<file path="src/rtl/pipeline_stall_ctrl_if.sv">
// Handshake bundle between the stall/flush sequencer and the 5-stage pipeline.
// The pipeline side (master) drives hazard/memory status; the sequencer (slave) drives the controls.
interface pipeline_stall_ctrl_if;
  logic        mem_req;
  logic        mem_ready;
  logic        branch_taken;
  logic        ID_EX_MemRead;
  logic [4:0]  ID_EX_RD;
  logic [4:0]  IF_ID_RS1;
  logic [4:0]  IF_ID_RS2;

  logic        PC_en;
  logic        IF_ID_en;
  logic        ID_EX_en;
  logic        EX_MEM_en;
  logic        MEM_WB_en;
  logic        IF_ID_flush;
  logic        ID_EX_flush;
  logic        MEM_WB_bubble;
  logic        mem_start;
  logic        mem_error;
  logic [31:0] stall_count;

  modport master (
    output mem_req, mem_ready, branch_taken, ID_EX_MemRead, ID_EX_RD, IF_ID_RS1, IF_ID_RS2,
    input  PC_en, IF_ID_en, ID_EX_en, EX_MEM_en, MEM_WB_en, IF_ID_flush, ID_EX_flush,
    input  MEM_WB_bubble, mem_start, mem_error, stall_count
  );

  modport slave (
    input  mem_req, mem_ready, branch_taken, ID_EX_MemRead, ID_EX_RD, IF_ID_RS1, IF_ID_RS2,
    output PC_en, IF_ID_en, ID_EX_en, EX_MEM_en, MEM_WB_en, IF_ID_flush, ID_EX_flush,
    output MEM_WB_bubble, mem_start, mem_error, stall_count
  );
endinterface

</file>
<file path="src/rtl/pipeline_stall_ctrl.sv">
// Stall/flush sequencer: memory wait with timeout, taken-branch flush, load-use bubble.
// Define PIPELINE_STALL_CNT_EN to build the saturating stalled-cycle counter.
module pipeline_stall_ctrl #(
  parameter int unsigned MEM_TIMEOUT = 16
) (
  input  logic                 clk,
  input  logic                 reset,
  pipeline_stall_ctrl_if.slave bus
);

  localparam logic [7:0] TimeoutW = 8'(MEM_TIMEOUT);

  typedef enum logic [0:0] {StRun, StMemWait} state_e;

  state_e     state_q, state_d;
  logic [7:0] wcnt_q, wcnt_d;
  logic       err_q, err_d;

  logic mem_stall, timeout_rel, load_use;
  logic pc_en, if_id_en, id_ex_en, ex_mem_en, mem_wb_en;
  logic if_id_flush, id_ex_flush, mem_wb_bubble, mem_start;

  assign load_use = bus.ID_EX_MemRead && (bus.ID_EX_RD != 5'd0) &&
                    ((bus.ID_EX_RD == bus.IF_ID_RS1) || (bus.ID_EX_RD == bus.IF_ID_RS2));

  always_comb begin
    state_d     = state_q;
    wcnt_d      = wcnt_q;
    err_d       = err_q;
    mem_stall   = 1'b0;
    timeout_rel = 1'b0;
    mem_start   = 1'b0;

    unique case (state_q)
      StRun: begin
        mem_start = bus.mem_req;
        if (bus.mem_req && !bus.mem_ready) begin
          mem_stall = 1'b1;
          state_d   = StMemWait;
          wcnt_d    = 8'd1;
        end
      end
      StMemWait: begin
        if (bus.mem_ready) begin
          state_d = StRun;
          wcnt_d  = 8'd0;
        end else if (wcnt_q < TimeoutW) begin
          mem_stall = 1'b1;
          wcnt_d    = wcnt_q + 8'd1;
        end else begin
          // Abandon the access: release the pipeline but suppress writeback.
          timeout_rel = 1'b1;
          err_d       = 1'b1;
          state_d     = StRun;
          wcnt_d      = 8'd0;
        end
      end
      default: state_d = StRun;
    endcase

    pc_en         = 1'b1;
    if_id_en      = 1'b1;
    id_ex_en      = 1'b1;
    ex_mem_en     = 1'b1;
    mem_wb_en     = 1'b1;
    if_id_flush   = 1'b0;
    id_ex_flush   = 1'b0;
    mem_wb_bubble = mem_stall | timeout_rel;

    // EX is frozen during a memory stall, so hazards are re-evaluated on release.
    if (mem_stall) begin
      pc_en     = 1'b0;
      if_id_en  = 1'b0;
      id_ex_en  = 1'b0;
      ex_mem_en = 1'b0;
    end else if (bus.branch_taken) begin
      if_id_flush = 1'b1;
      id_ex_flush = 1'b1;
    end else if (load_use) begin
      pc_en       = 1'b0;
      if_id_en    = 1'b0;
      id_ex_flush = 1'b1;
    end

    if (reset) begin
      pc_en         = 1'b0;
      if_id_en      = 1'b0;
      id_ex_en      = 1'b0;
      ex_mem_en     = 1'b0;
      mem_wb_en     = 1'b0;
      if_id_flush   = 1'b0;
      id_ex_flush   = 1'b0;
      mem_wb_bubble = 1'b0;
      mem_start     = 1'b0;
    end
  end

  always_ff @(posedge clk or posedge reset) begin
    if (reset) begin
      state_q <= StRun;
      wcnt_q  <= 8'd0;
      err_q   <= 1'b0;
    end else begin
      state_q <= state_d;
      wcnt_q  <= wcnt_d;
      err_q   <= err_d;
    end
  end

  assign bus.PC_en         = pc_en;
  assign bus.IF_ID_en      = if_id_en;
  assign bus.ID_EX_en      = id_ex_en;
  assign bus.EX_MEM_en     = ex_mem_en;
  assign bus.MEM_WB_en     = mem_wb_en;
  assign bus.IF_ID_flush   = if_id_flush;
  assign bus.ID_EX_flush   = id_ex_flush;
  assign bus.MEM_WB_bubble = mem_wb_bubble;
  assign bus.mem_start     = mem_start;
  assign bus.mem_error     = reset ? 1'b0 : err_q;

`ifdef PIPELINE_STALL_CNT_EN
  logic [31:0] cnt_q, cnt_d;

  always_comb begin
    cnt_d = cnt_q;
    if (!pc_en && (cnt_q != 32'hFFFF_FFFF)) begin
      cnt_d = cnt_q + 32'd1;
    end
  end

  always_ff @(posedge clk or posedge reset) begin
    if (reset) begin
      cnt_q <= 32'd0;
    end else begin
      cnt_q <= cnt_d;
    end
  end

  assign bus.stall_count = reset ? 32'd0 : cnt_q;
`else
  assign bus.stall_count = 32'd0;
`endif

endmodule

</file>
<file path="src/flat_wrapper.sv">
// flat-port wrapper written by rule: the top's interface ports become plain ports
module pipeline_stall_ctrl_flat 
#(
  parameter int unsigned MEM_TIMEOUT = 16
)
  (clk, reset, bus_mem_req, bus_mem_ready, bus_branch_taken, bus_ID_EX_MemRead, bus_ID_EX_RD, bus_IF_ID_RS1, bus_IF_ID_RS2, bus_PC_en, bus_IF_ID_en, bus_ID_EX_en, bus_EX_MEM_en, bus_MEM_WB_en, bus_IF_ID_flush, bus_ID_EX_flush, bus_MEM_WB_bubble, bus_mem_start, bus_mem_error, bus_stall_count);
  pipeline_stall_ctrl_if bus_i ();
  input  logic clk;
  input  logic reset;
  input wire logic [$bits(bus_i.mem_req)-1:0] bus_mem_req;
  input wire logic [$bits(bus_i.mem_ready)-1:0] bus_mem_ready;
  input wire logic [$bits(bus_i.branch_taken)-1:0] bus_branch_taken;
  input wire logic [$bits(bus_i.ID_EX_MemRead)-1:0] bus_ID_EX_MemRead;
  input wire logic [$bits(bus_i.ID_EX_RD)-1:0] bus_ID_EX_RD;
  input wire logic [$bits(bus_i.IF_ID_RS1)-1:0] bus_IF_ID_RS1;
  input wire logic [$bits(bus_i.IF_ID_RS2)-1:0] bus_IF_ID_RS2;
  output wire logic [$bits(bus_i.PC_en)-1:0] bus_PC_en;
  output wire logic [$bits(bus_i.IF_ID_en)-1:0] bus_IF_ID_en;
  output wire logic [$bits(bus_i.ID_EX_en)-1:0] bus_ID_EX_en;
  output wire logic [$bits(bus_i.EX_MEM_en)-1:0] bus_EX_MEM_en;
  output wire logic [$bits(bus_i.MEM_WB_en)-1:0] bus_MEM_WB_en;
  output wire logic [$bits(bus_i.IF_ID_flush)-1:0] bus_IF_ID_flush;
  output wire logic [$bits(bus_i.ID_EX_flush)-1:0] bus_ID_EX_flush;
  output wire logic [$bits(bus_i.MEM_WB_bubble)-1:0] bus_MEM_WB_bubble;
  output wire logic [$bits(bus_i.mem_start)-1:0] bus_mem_start;
  output wire logic [$bits(bus_i.mem_error)-1:0] bus_mem_error;
  output wire logic [$bits(bus_i.stall_count)-1:0] bus_stall_count;
  assign bus_i.mem_req = bus_mem_req;
  assign bus_i.mem_ready = bus_mem_ready;
  assign bus_i.branch_taken = bus_branch_taken;
  assign bus_i.ID_EX_MemRead = bus_ID_EX_MemRead;
  assign bus_i.ID_EX_RD = bus_ID_EX_RD;
  assign bus_i.IF_ID_RS1 = bus_IF_ID_RS1;
  assign bus_i.IF_ID_RS2 = bus_IF_ID_RS2;
  assign bus_PC_en = bus_i.PC_en;
  assign bus_IF_ID_en = bus_i.IF_ID_en;
  assign bus_ID_EX_en = bus_i.ID_EX_en;
  assign bus_EX_MEM_en = bus_i.EX_MEM_en;
  assign bus_MEM_WB_en = bus_i.MEM_WB_en;
  assign bus_IF_ID_flush = bus_i.IF_ID_flush;
  assign bus_ID_EX_flush = bus_i.ID_EX_flush;
  assign bus_MEM_WB_bubble = bus_i.MEM_WB_bubble;
  assign bus_mem_start = bus_i.mem_start;
  assign bus_mem_error = bus_i.mem_error;
  assign bus_stall_count = bus_i.stall_count;
  pipeline_stall_ctrl #(.MEM_TIMEOUT(MEM_TIMEOUT)) u_core (.clk(clk), .reset(reset), .bus(bus_i));
endmodule
</file>
<file path="config.mk">
export PLATFORM = sky130hd
export DESIGN_NAME = pipeline_stall_ctrl_flat
export DESIGN_NICKNAME = d
export VERILOG_FILES = /design/src/rtl/pipeline_stall_ctrl_if.sv /design/src/rtl/pipeline_stall_ctrl.sv /design/src/flat_wrapper.sv
export SDC_FILE = /design/constraint.sdc
export NUM_CORES = 1
export LEC_CHECK = 0
export BUFFER_PORTS_ARGS = -buffer_cell sky130_fd_sc_hd__buf_2
export CAP_MARGIN = 20
export CORE_MARGIN = 3
export CORE_UTILIZATION = 41
export CTS_CLUSTER_SIZE = 12
export DETAILED_ROUTE_END_ITERATION = 8
export GPL_ROUTABILITY_DRIVEN = 0
export PLACE_DENSITY_LB_ADDON = 0.12
export RECOVER_POWER = 50
export SYNTH_ARGS = -nofsm -noshare
export SYNTH_HDL_FRONTEND = slang
export SYNTH_SLANG_ARGS = --single-unit
</file>
<file path="constraint.sdc">
create_clock -name clk -period 1.8 [get_ports clk]
set_input_delay 0.09 -clock clk [delete_from_list [all_inputs] [get_ports clk]]
set_output_delay 0.09 -clock clk [all_outputs]
set_load 0.01 [all_outputs]
</file>
==> out/qor.yml <==
outcome:
  status: "finished with violations"
  violations: "setup timing"
setup_path:
  crit_path_start: "u_core.wcnt_q[7]"
  crit_fanout: 4
  crit_path_cell_trace: "or4_4, o21a_4, o221a_1, buf_2"
  worstReg2RegEnd: "u_core.wcnt_q[2]"
  critPathKind: "flop to output pin"
  rrSetupSlack_ns: 0.15
  start_kind: "flop"
  cp.required_ns: 1.71
  crit_end: "bus_IF_ID_en"
  crit_arrival_ns: 1.83
  cp_top_family: "simple AND/OR/NAND/NOR gates"
  cp_slowest_stage_delay_ns: 0.56
  slowest_stage: "or4_4"
  r2r_cells: 5
  r2r-start: "u_core.wcnt_q[7]"
  worstSetupEndpointType: "output pin"
  cp.depth: 4
  crit_buf_inv: 1
sta:
  post-route-period-util: 1.07
  slew_headroom: 0.631
  fin_ws_ns: -0.119
  finalHoldViolCount: 0
  worst_slew_pin_slew_ns: 0.554
  timing.fmax_ghz: 0.521
  finClkSkew_ns: 0.00440
  period_minus_slack_ns: 1.92
  setup_viol: 6
  rsz0062_at_grt: "true"
  hold_slack_ns: 0.150
  maxSlewViolCount: 0
global_route:
  grt-ovfl-total: 0
  grt_pass1_vias: 633
  grt_use_total: 0.132
  grt_pass1_wl_um: 2730
  antenna_found_initial: 0
  grt_max_degree: 12
final_layout:
  diodes: 0
  multi_input_area_um2: 493
  fillers: 210
  nets: 159
  layoutNonFillerInstCount: 163
  register_area_um2: 250
  drive_gt1_frac: 0.287
  syn2layout_area_growth_pct: 11.4
synthesis:
  netlist_top_cells_count: "34 x buf_4, 10 x dfrtp_1, 10 x xor2_1"
  synth_largest_area_cell: "buf_4"
  synth.area.top_cells: "buf_4 28%, dfrtp_1 28%, xor2_1 9.7%"
  synth_cells: 102
  ys_ff_latch: 10
  yosysUniqueCellTypes: 31
  synth_edf_count: 0
  synth.avg_cell_area_um2: 8.84
  ys_warn_count: 0
  ys.flop_type: "dfrtp_1"
  synthArstFlopShare: 1.00
  synth-seq-area-share: 0.277
  post_synth_instance_area_um2: 902
  synth_top_area_frac: 0.283
  yosysMostFrequentCell: "buf_4"
pwr:
  power.total_w: 0.000614
  ir_drop_uv: 319
  p_leak_nw: 0.558
  power_density_nw_per_um2: 611
cts:
  cts_tree: "built"
  htreeDepth: 1
  cts_num_sinks: 10
  path_clk_slew_ns: 0.07
  cts-root-buf: "clkbuf_4"
  clock_latency_ns: 0.26
  cts.path.max_buffers: 2
  numCtsBuffers: 3
floorplanning:
  die_w_um: 52.9
  die-area_um2: 2800
  die_h_um: 52.9
  fp-row-count: 16
  core-area_um2: 2020
  start_util: 0.446
  ios: 63
flow_run:
  cap_violations: 0
placed_design:
  hpwl_um: 1380
  port_buffers: 30
  placed_cells: 156
routing:
  drtIter0Drc: 14
  wl_per_cell_um: 10.2
  viasPerCell: 4.28
  num_vias: 698
  ant_nets: 0
  wl_um: 1670
  first_pass_iters: 4
  drc: 0
worst_hold_path:
  hold_path_class: "input pin to flop"
per-layer routing:
layer | vias to the layer above | part of all wire | global-route usage
li1 | 343 | - | -
met5 | - | 0 | 0
met3 | 0 | 0.091 | 0.0338
met2 | 38 | 0.51 | 0.236
met1 | 317 | 0.40 | 0.153
met4 | 0 | 0 | 0.0383
stage by stage:
step	setup slack [ns]	utilization	TNS (ns)	instance area [um^2]
floorplan	0.120	-	0	1020
global placement	0.141	0.470	0	950
detailed placement	0.133	0.470	0	950
CTS	-0.129	0.496	-0.585	1000
global route	-0.181	0.497	-1.01	1000
finish	-0.119	0.497	-0.493	1000
sequential cells by signal, summed over array words and instances, names as in the netlist:
| name | count |
|---|---|
| u_core.wcnt_q | 8 |
| u_core.err_q | 1 |
| u_core.state_q | 1 |
placed cells by master (no fill, tap or decap), drive strengths merged:
master        n
nand3         1
nor3          4
and2          3
a22oi         1
buf          30
nand2         3
xor2         10
nor2          7
nor2b         1
a21oi         1
a31o          1
nor4          1
o21a          2
clkbuf        7
o211ai        2
or4           2
conb         32
ha            1
inv           4
dlygate4sd3   1
o21ai         4
o31ai         1
dfrtp        10
a22o          3
o221a         1
nand2b        2
a21o          1
worst min path at each step:
stage,end,slack (ns),cells past startpoint,start
after global placement,u_core.state_q,0.22,3,reset
after detailed placement,u_core.err_q,0.23,3,reset
after global routing,u_core.state_q,0.17,2,bus_mem_ready
final,u_core.state_q,0.15,2,bus_mem_ready
after floorplan,u_core.err_q,-0.005,1,reset
after CTS,u_core.state_q,0.14,2,bus_mem_ready
final cells by class:
class	count	area share
multi-input combinational	84	0.491
timing repair buffer	34	0.176
inverter	4	0.0149
clock buffer	4	0.0361
sequential	10	0.249
tap	27	0.0336
logic make-up (layout without fill, tap and decap cells):
| family | count (synthesis) | count (layout) | share of synthesized area |
|---|---|---|---|
| AOI/OAI and AO/OA | 17 | 17 | 0.151 |
| DFF | 10 | 10 | 0.277 |
| other | 1 | 32 | 0.00416 |
| adders and majority gates | 1 | 1 | 0.0139 |
| buffers and inverters | 39 | 42 | 0.305 |
| xor gates and xnor gates | 10 | 10 | 0.0971 |
| and+or+nand+nor | 24 | 24 | 0.151 |
power breakdown:
group | switching, W | leakage, nW | internal [W] | total [W]
logic | 0.000104 | 0.401 | 0.0000652 | 0.000169
clock network | 0.0000759 | 0.0210 | 0.000123 | 0.000199
registers | 0.0000109 | 0.136 | 0.000236 | 0.000247
total | 0.000190 | 0.558 | 0.000424 | 0.000614
what timing repair did:
action                                 CTS  global route
setup buffers                            1             1
setup endpoints to repair                6             6
gates resized for setup                  0             0
pin swaps                                2             1
endpoints found under the hold margin   10             0
gates cloned                             0             0
hold buffers                             1             0
(Power assumes the default switching activity.)
